File: config.mk
export PLATFORM = sky130hd
export DESIGN_NAME = sram_controller
export DESIGN_NICKNAME = d
export VERILOG_FILES = /design/src/rtl/sram_controller_pkg.sv /design/src/rtl/sram_controller_wait_counter.sv /design/src/rtl/sram_controller.sv
export SDC_FILE = /design/constraint.sdc
export NUM_CORES = 1
export LEC_CHECK = 0
export CELL_PAD_IN_SITES_DETAIL_PLACEMENT = 1
export CELL_PAD_IN_SITES_GLOBAL_PLACEMENT = 2
export CORE_UTILIZATION = 26
export CTS_BUF_LIST = sky130_fd_sc_hd__clkbuf_4
export DETAILED_ROUTE_END_ITERATION = 8
export GPL_TIMING_DRIVEN = 1
export PLACE_DENSITY_LB_ADDON = 0.1
export SLEW_MARGIN = 20
export SYNTH_ARGS = -nofsm -noshare
export SYNTH_HDL_FRONTEND = slang
export SYNTH_SLANG_ARGS = --single-unit
File: constraint.sdc
create_clock -name clk -period 2 [get_ports clk]
set_clock_uncertainty 0.2 [all_clocks]
set_input_delay 0.4 -clock clk [delete_from_list [all_inputs] [get_ports clk]]
set_output_delay 0.4 -clock clk [all_outputs]
set_load 0.1 [all_outputs]
File: src/rtl/sram_controller_pkg.sv
`default_nettype none
// ============================================================================
//  Module      : sram_controller_pkg
//  Description : Shared definitions for the SRAM controller. Holds the access
//                FSM state encoding, the default SRAM base byte address, the
//                SRAM bus widths and the word-index helper.
//  Revision    : 1.0 - initial release
// ============================================================================
package sram_controller_pkg;

    localparam int          c_sram_addr_w    = 18;   // half-word address width
    localparam int          c_sram_data_w    = 16;   // SRAM data bus width
    localparam int          c_word_idx_w     = 17;   // 32-bit word index width
    localparam logic [31:0] c_data_base_addr = 32'd1024;

    typedef enum logic [2:0] {
        ST_IDLE = 3'd0,
        ST_LO   = 3'd1,
        ST_HI   = 3'd2,
        ST_WAIT = 3'd3,
        ST_DONE = 3'd4
    } sram_state_e;

    // Byte address -> 32-bit word index. The subtraction wraps in 32 bits
    // and the result is truncated, so the index wraps modulo 2^17 and the
    // two byte-offset bits never reach the SRAM.
    function automatic logic [c_word_idx_w-1:0] word_index(
        input logic [31:0] addr,
        input logic [31:0] base
    );
        return c_word_idx_w'((addr - base) >> 2);
    endfunction

endpackage : sram_controller_pkg
`default_nettype wire

File: src/rtl/sram_controller_wait_counter.sv
`default_nettype none
// ============================================================================
//  Module      : sram_wait_counter
//  Description : Idle-bus wait counter for the SRAM controller. Cleared by
//                load, advances while enable is high, and raises a registered
//                terminal count one cycle after the count reaches
//                WAIT_CYCLES-1, so the owner spends WAIT_CYCLES+1 cycles in
//                its wait state.
//  Ports       : clk, rst        - clock, synchronous active-high reset
//                load            - clear count and terminal flag
//                enable          - advance the count
//                tc              - terminal count reached (registered)
//  Revision    : 1.0 - initial release
// ============================================================================
module sram_wait_counter
    import sram_controller_pkg::*;
#(
    parameter int WAIT_CYCLES = 3
) (
    input  logic clk,
    input  logic rst,
    input  logic load,
    input  logic enable,
    output logic tc
);

    localparam int                 c_cnt_w = (WAIT_CYCLES > 1) ? $clog2(WAIT_CYCLES) : 1;
    localparam logic [c_cnt_w-1:0] c_last  = c_cnt_w'(WAIT_CYCLES - 1);
    localparam logic [c_cnt_w-1:0] c_one   = c_cnt_w'(1);

    logic [c_cnt_w-1:0] r_count;
    logic               r_tc;

    always_ff @(posedge clk) begin
        if (rst || load) begin
            r_count <= '0;
            r_tc    <= 1'b0;
        end else if (enable) begin
            // Saturate at the last value; the flag stays up until reloaded.
            r_tc <= (r_count == c_last);
            if (r_count != c_last) begin
                r_count <= r_count + c_one;
            end
        end
    end

    assign tc = r_tc;

endmodule : sram_wait_counter
`default_nettype wire

File: src/rtl/sram_controller.sv
`default_nettype none
// ============================================================================
//  Module      : sram_controller
//  Description : Memory-stage SRAM controller. Splits each 32-bit load/store
//                into two 16-bit SRAM transfers (low half then high half),
//                followed by idle-bus wait cycles, and freezes the pipeline
//                through ready while an access is in flight.
//  Ports       : clk, rst                      - clock, sync active-high reset
//                rd_en, wr_en                  - access requests
//                address, write_data           - byte address, store value
//                read_data, ready              - load result, pipeline go
//                sram_addr                     - SRAM half-word address
//                sram_dq_out/_in/_oe           - split tri-state data bus
//                sram_we_n                     - active-low write strobe
//  Config      : SRAM_POSTED_WRITE_EN - one-entry posted write buffer; a
//                write is accepted with ready=1 and drains in background.
//  Revision    : 1.0 - initial release
// ============================================================================
module sram_controller
    import sram_controller_pkg::*;
#(
    parameter int          SRAM_WAIT_CYCLES = 3,
    parameter logic [31:0] DATA_BASE_ADDR   = c_data_base_addr
) (
    input  logic                     clk,
    input  logic                     rst,
    input  logic                     rd_en,
    input  logic                     wr_en,
    input  logic [31:0]              address,
    input  logic [31:0]              write_data,
    output logic [31:0]              read_data,
    output logic                     ready,
    output logic [c_sram_addr_w-1:0] sram_addr,
    output logic [c_sram_data_w-1:0] sram_dq_out,
    input  logic [c_sram_data_w-1:0] sram_dq_in,
    output logic                     sram_dq_oe,
    output logic                     sram_we_n
);

    sram_state_e             r_state;
    logic                    r_is_write;
    logic [c_word_idx_w-1:0] r_word_idx;
    logic [31:0]             r_wdata;
    logic [31:0]             r_read_data;
    logic [c_sram_addr_w-1:0] r_sram_addr;
    logic [c_sram_data_w-1:0] r_dq_out;
    logic                    r_dq_oe;
    logic                    r_we_n;
`ifdef SRAM_POSTED_WRITE_EN
    logic                    r_posted;   // current access is a buffered write
`endif

    logic                    w_req;
    logic                    w_wait_done;
    logic                    w_ready;
    logic [c_word_idx_w-1:0] w_word_idx;

    assign w_req      = rd_en | wr_en;
    assign w_word_idx = word_index(address, DATA_BASE_ADDR);

    sram_wait_counter #(
        .WAIT_CYCLES (SRAM_WAIT_CYCLES)
    ) u_wait_counter (
        .clk    (clk),
        .rst    (rst),
        .load   (r_state == ST_IDLE),
        .enable (r_state == ST_WAIT),
        .tc     (w_wait_done)
    );

    // Access FSM. All SRAM-side outputs are registered so they change on the
    // edge that enters LO/HI and stay stable for the whole transfer cycle.
    always_ff @(posedge clk) begin
        if (rst) begin
            r_state     <= ST_IDLE;
            r_is_write  <= 1'b0;
            r_word_idx  <= '0;
            r_wdata     <= '0;
            r_read_data <= '0;
            r_sram_addr <= '0;
            r_dq_out    <= '0;
            r_dq_oe     <= 1'b0;
            r_we_n      <= 1'b1;
`ifdef SRAM_POSTED_WRITE_EN
            r_posted    <= 1'b0;
`endif
        end else begin
            case (r_state)
                ST_IDLE: begin
                    if (w_req) begin
                        r_state     <= ST_LO;
                        // A simultaneous read is dropped: write wins.
                        r_is_write  <= wr_en;
                        r_word_idx  <= w_word_idx;
                        r_wdata     <= write_data;
                        r_sram_addr <= {w_word_idx, 1'b0};
                        if (wr_en) begin
                            r_we_n   <= 1'b0;
                            r_dq_oe  <= 1'b1;
                            r_dq_out <= write_data[15:0];
                        end
`ifdef SRAM_POSTED_WRITE_EN
                        r_posted    <= wr_en;
`endif
                    end
                end
                ST_LO: begin
                    r_state     <= ST_HI;
                    r_sram_addr <= {r_word_idx, 1'b1};
                    if (r_is_write) begin
                        r_dq_out <= r_wdata[31:16];
                    end else begin
                        r_read_data[15:0] <= sram_dq_in;
                    end
                end
                ST_HI: begin
                    r_state  <= ST_WAIT;
                    r_we_n   <= 1'b1;
                    r_dq_oe  <= 1'b0;
                    r_dq_out <= '0;
                    if (!r_is_write) begin
                        r_read_data[31:16] <= sram_dq_in;
                    end
                end
                ST_WAIT: begin
                    if (w_wait_done) begin
                        r_state <= ST_DONE;
                    end
                end
                ST_DONE: begin
                    r_state <= ST_IDLE;
`ifdef SRAM_POSTED_WRITE_EN
                    r_posted <= 1'b0;
`endif
                end
                default: begin
                    r_state <= ST_IDLE;
                end
            endcase
        end
    end

    // Pipeline handshake. Combinational so a new request drops ready in the
    // same cycle it is presented.
    always_comb begin
        w_ready = 1'b0;
        case (r_state)
`ifdef SRAM_POSTED_WRITE_EN
            // A write is absorbed by the empty buffer without stalling.
            ST_IDLE: w_ready = !rd_en || wr_en;
            // A buffered write's completion belongs to nobody in the pipe;
            // any newly arriving request waits for its own access.
            ST_DONE: w_ready = r_posted ? !w_req : 1'b1;
            default: w_ready = r_posted && !w_req;
`else
            ST_IDLE: w_ready = !w_req;
            ST_DONE: w_ready = 1'b1;
            default: w_ready = 1'b0;
`endif
        endcase
    end

    assign ready       = w_ready;
    assign read_data   = r_read_data;
    assign sram_addr   = r_sram_addr;
    assign sram_dq_out = r_dq_out;
    assign sram_dq_oe  = r_dq_oe;
    assign sram_we_n   = r_we_n;

endmodule : sram_controller
`default_nettype wire

After elaboration in Yosys (flattened, before gate mapping)
Cells that the tools add are included.
{"block": "totals", "register_bits": 124, "input_bits": 84, "output_inout_bits": 69, "elab_cells": 56}
{"block": "op_classes", "add_sub_neg": 2, "n_eq_ne": 10, "muxes": 16, "bitwise_logic": 2, "reduce_logical": 14}
{"op": "$mux 16", "count": 3}
{"op": "$pmux 16 s3", "count": 1}
{"op": "$pmux 18 s2", "count": 1}
{"op": "$sub 19x11->19 const B", "count": 1}
{"op": "$mux 18", "count": 1}
{"op": "$pmux 3 s4", "count": 1}
{"op": "$reduce_and 2->1", "count": 6}
{"op": "$ne 2x2->1 const B", "count": 5}
{"op": "$eq 3x2->1 const B", "count": 2}
{"op": "$mux 3", "count": 2}
{"op": "$pmux 1 s2", "count": 3}
{"op": "$mux 1", "count": 4}
{"op": "$reduce_and 4->1", "count": 1}
{"op": "$reduce_bool 2->1", "count": 2}
{"op": "$eq 3x1->1 const B", "count": 1}
{"op": "$eq 3x3->1 const B", "count": 1}
{"op": "$logic_not 3->1", "count": 1}
{"op": "$reduce_and 3->1", "count": 1}
{"op": "$reduce_bool 3->1", "count": 1}
{"op": "$add 2x1->2 const B", "count": 1}
{"op": "$eq 2x2->1 const B", "count": 1}
{"op": "$logic_not 1->1", "count": 1}
{"op": "$logic_or 1x1->1", "count": 1}
{"op": "$not 1->1", "count": 1}
{"op": "$or 1x1->1", "count": 1}

Logic depth before layout (Yosys ltp)
{"block": "logic_depth", "depth_word": 3, "depth_mapped": 7, "mapped_depth_nobuf": 6}

Cells and area by module
A second synthesis with hierarchy kept.
{"block": "unflattened", "hier_cells": 498, "area_unflattened_um2": 4117.7}
{"mod": "sram_controller", "instances": 1, "cells_per_inst": 486, "area_per_inst_um2": 3977.6, "seq_area_each_um2": 2102.0}
{"mod": "sram_wait_counter", "instances": 1, "cells_per_inst": 12, "area_per_inst_um2": 140.1, "seq_area_each_um2": 60.1}

Worst setup path before layout
No wires, ideal clock.
{"block": "synth_timing", "kind": "in2out", "start": "input port wr_en", "end": "output port ready", "arrival_ns": 3.003, "required_ns": 1.400, "setup_slack_ns": -1.603, "stages": 2, "path_buffers": 0, "cell_sequence": "or2_2 -> a211oi_1"}
{"block": "synth_between", "elab_chain_cells": 3}
{"element": "from (decl)", "line": "sram_controller.sv:28", "source": "input logic wr_en,"}
{"element": "$or 1x1->1", "line": "sram_controller.sv:58", "source": "assign w_req = rd_en | wr_en;"}
{"element": "$logic_not 1->1", "line": "sram_controller.sv:156", "source": "ST_IDLE: w_ready = !w_req;"}
{"element": "$pmux 1 s2", "line": "sram_controller.sv:147", "source": "case (r_state)"}
{"element": "to (decl)", "line": "sram_controller.sv:32", "source": "output logic ready,"}
Every way passes these cells.

Worst setup path in the final report
Ends and elaborated chain as after synthesis.

==> flow_summary.yaml <==
status:
  outcome: "finished, violations left"
  violations: "negative setup slack"
grt:
  globalRouteTotalUtil_pct: 16.8
  grt_pass1_wl_mm: 21.5
  grt_pass1_vias: 4226
  antenna_found_initial: 1
  grt_overflow: 0
  grt_max_degree: 53
cts:
  clock-root-buffer: "clkbuf_4"
  cts_buffers: 9
  cts_tree: "done"
  ctsHoldBuffers: 0
  clkTransAtPathRegs_ns: 0.17
  cts_sinks: 108
  clkLatencyLatePin_ns: 0.47
  h-tree-depth: 3
  clock_path_buffers: 2
setup_path:
  max_stage_delay_ns: 0.28
  cpMaxStageDelayCell: "a211oi_4"
  crit_required_ns: 1.40
  cp_cell_sequence: "dlygate4sd2_1, or2_4, a211oi_4, buf_12"
  arrival_ns: 1.40
  crit_fanout: 3
  end_kind: "output port"
  path_delay_family: "buffers and inverters"
  crit_buf_inv: 2
  crit_type: "primary input to output port"
  start_kind: "primary input"
yosys:
  synth_edf_count: 0
  yosys_most_used_dff: "dfxtp_1"
  yosys_warnings: 0
  synth_seq_cells: 108
  synth_top_cell_area_share_pct: 51.2
  ys_types: 43
  synth_area_leaders: "dfxtp_1 (51%), nand2_1 (11%), a21oi_1 (9.5%), a22oi_1 (5.3%), a211oi_1 (3.6%)"
  async_reset_ff_share_pct: 0
  syn_inst: 500
  post_synth.cell_area_avg_um2: 8.45
  yosys.area.top_type: "dfxtp_1"
  ys_top_cells_by_count: "nand2_1 (125), dfxtp_1 (108), a21oi_1 (80)"
  synthMostInstantiatedCell: "nand2_1"
  yosysSeqAreaShare_pct: 51.2
  synth_area_um2: 4230
  synth_nets: 586
final_layout:
  fin_util_pct: 44.0
  final_cell_area_um2: 6990
  drive_above_1_share_pct: 22.2
  syn2layout_area_growth_pct: 65.4
  fin_nets: 739
  nFillCells: 1854
sta:
  drv_slew: 0
  setup_viol: 1
  hold_ws_ns: 0.122
  slew_headroom_pct: 70.6
  fin_ws_ns: -0.00186
  rsz0062_at_grt: "yes"
  period_share_pct: 100
  fmax_ghz: 0.500
  hold_viol_final: 0
  worst_slew_pin_slew_ns: 0.439
  min_period_ns: 2.00
place:
  dp_slack_ns: -0.409
  gp_congestion: 0.735
  place_area_um2: 6790
  port_buffers: 137
  post-dp-hpwl_mm: 9.74
die:
  rows: 46
  dieWidth_um: 129
  die_area_um2: 16800
  die_height_um: 129
  io_pins: 153
  initial_core_util_pct: 26.6
  core_area_um2: 15900
route:
  drc: 0
  wl_mm: 13.6
  avgRoutedWirePerCell_um: 15.6
  vias: 4065
  dr.pass1.iters: 4
  drtIter0Drc: 145
  via_per_inst: 4.65
  drtAntennaViolNets: 0
power_and_ir_drop:
  power.density_nw_per_um2: 870
  peakVddDrop_v: 0.000344
  p_leak_nw: 2.61
  finalPower_mw: 6.08
min_path:
  hold_class: "primary input to flip-flop"
flow_run:
  maxCapViolCount: 0
## metrics by stage
step                      setup TNS [ns]  cells
after CTS                       -0.00237    874
final                           -0.00186    875
after global routing             -0.0249    875
after detailed placement          -13.39    856
after global placement            -10.28    856
after floorplan                   -0.149    500
## state kept, by name, summed over array words and instances, names as in the netlist, 2 cells and up
name / cells
read_data: 32
sram_addr: 18
r_word_idx: 17
r_wdata: 16
sram_dq_out: 16
r_state: 3
u_wait_counter.r_count: 2
## power by group
group	switching, mW	leakage (nW)	internal [mW]	total [mW]
sequential	0.174	0.888	2.34	2.51
clock	0.776	0.0881	0.515	1.29
combinational	1.40	1.63	0.881	2.28
## layout make-up
cell class	count	area (µm²)	area share, %
Sequential cell	108	2170	31.1
Inverter	6	25.0	0.358
Clock inverter	7	98.8	1.41
Antenna cell	1	2.50	0.0358
Tap cell	216	270	3.87
Clock buffer	9	67.6	0.967
Timing Repair Buffer	181	2500	35.8
Multi-Input combinational cell	347	1850	26.5
## layout by cell type (no fill, tap or decap), drive strengths merged, types with 21 or more instances in the layout
cell type / instances
dfxtp: 108
nor2: 30
a21oi: 80
buf: 114
a211oi: 21
clkdlybuf4s50: 65
a22oi: 30
nand2: 125
## timing repair
action | in CTS | in global routing
resized for setup | 10 | 1
pin swaps | 2 | 0
buffers inserted | 2 | 0
endpoints found under the setup margin | 3 | 1
## final timing paths
kind | start | endpoint | slack [ns] | depth (start not counted)
hold reg to reg | r_word_idx[2] | r_word_idx[2] | 0.27 | 2
setup reg to reg | r_state[2] | sram_dq_out[4] | 0.20 | 5
hold / removal | rst | sram_addr[11] | 0.12 | 2
setup / recovery | wr_en | ready | -0.002 | 4
## per-layer routing
| layer | vias up | global-route usage [%] | share of wire, % |
|---|---|---|---|
| met5 | - | 0 | 0 |
| met4 | 0 | 6.43 | 1.6 |
| met3 | 13 | 5.66 | 7.8 |
| met2 | 102 | 29.5 | 49 |
| met1 | 1923 | 18.9 | 41 |
| li1 | 2027 | - | - |
## kinds of logic after synthesis
kind of cell             after synthesis  synth area share, %
AO/OA/AOI/OAI                        153                 22.6
XOR/XNOR                               4                0.829
adder cells (fa/ha/maj)                2                0.592
buffers and inverters                 45                 5.42
flip-flops                           108                 51.2
AND/OR/NAND/NOR                      188                 19.4
Note: power is estimated with default switching activity, not from simulation.
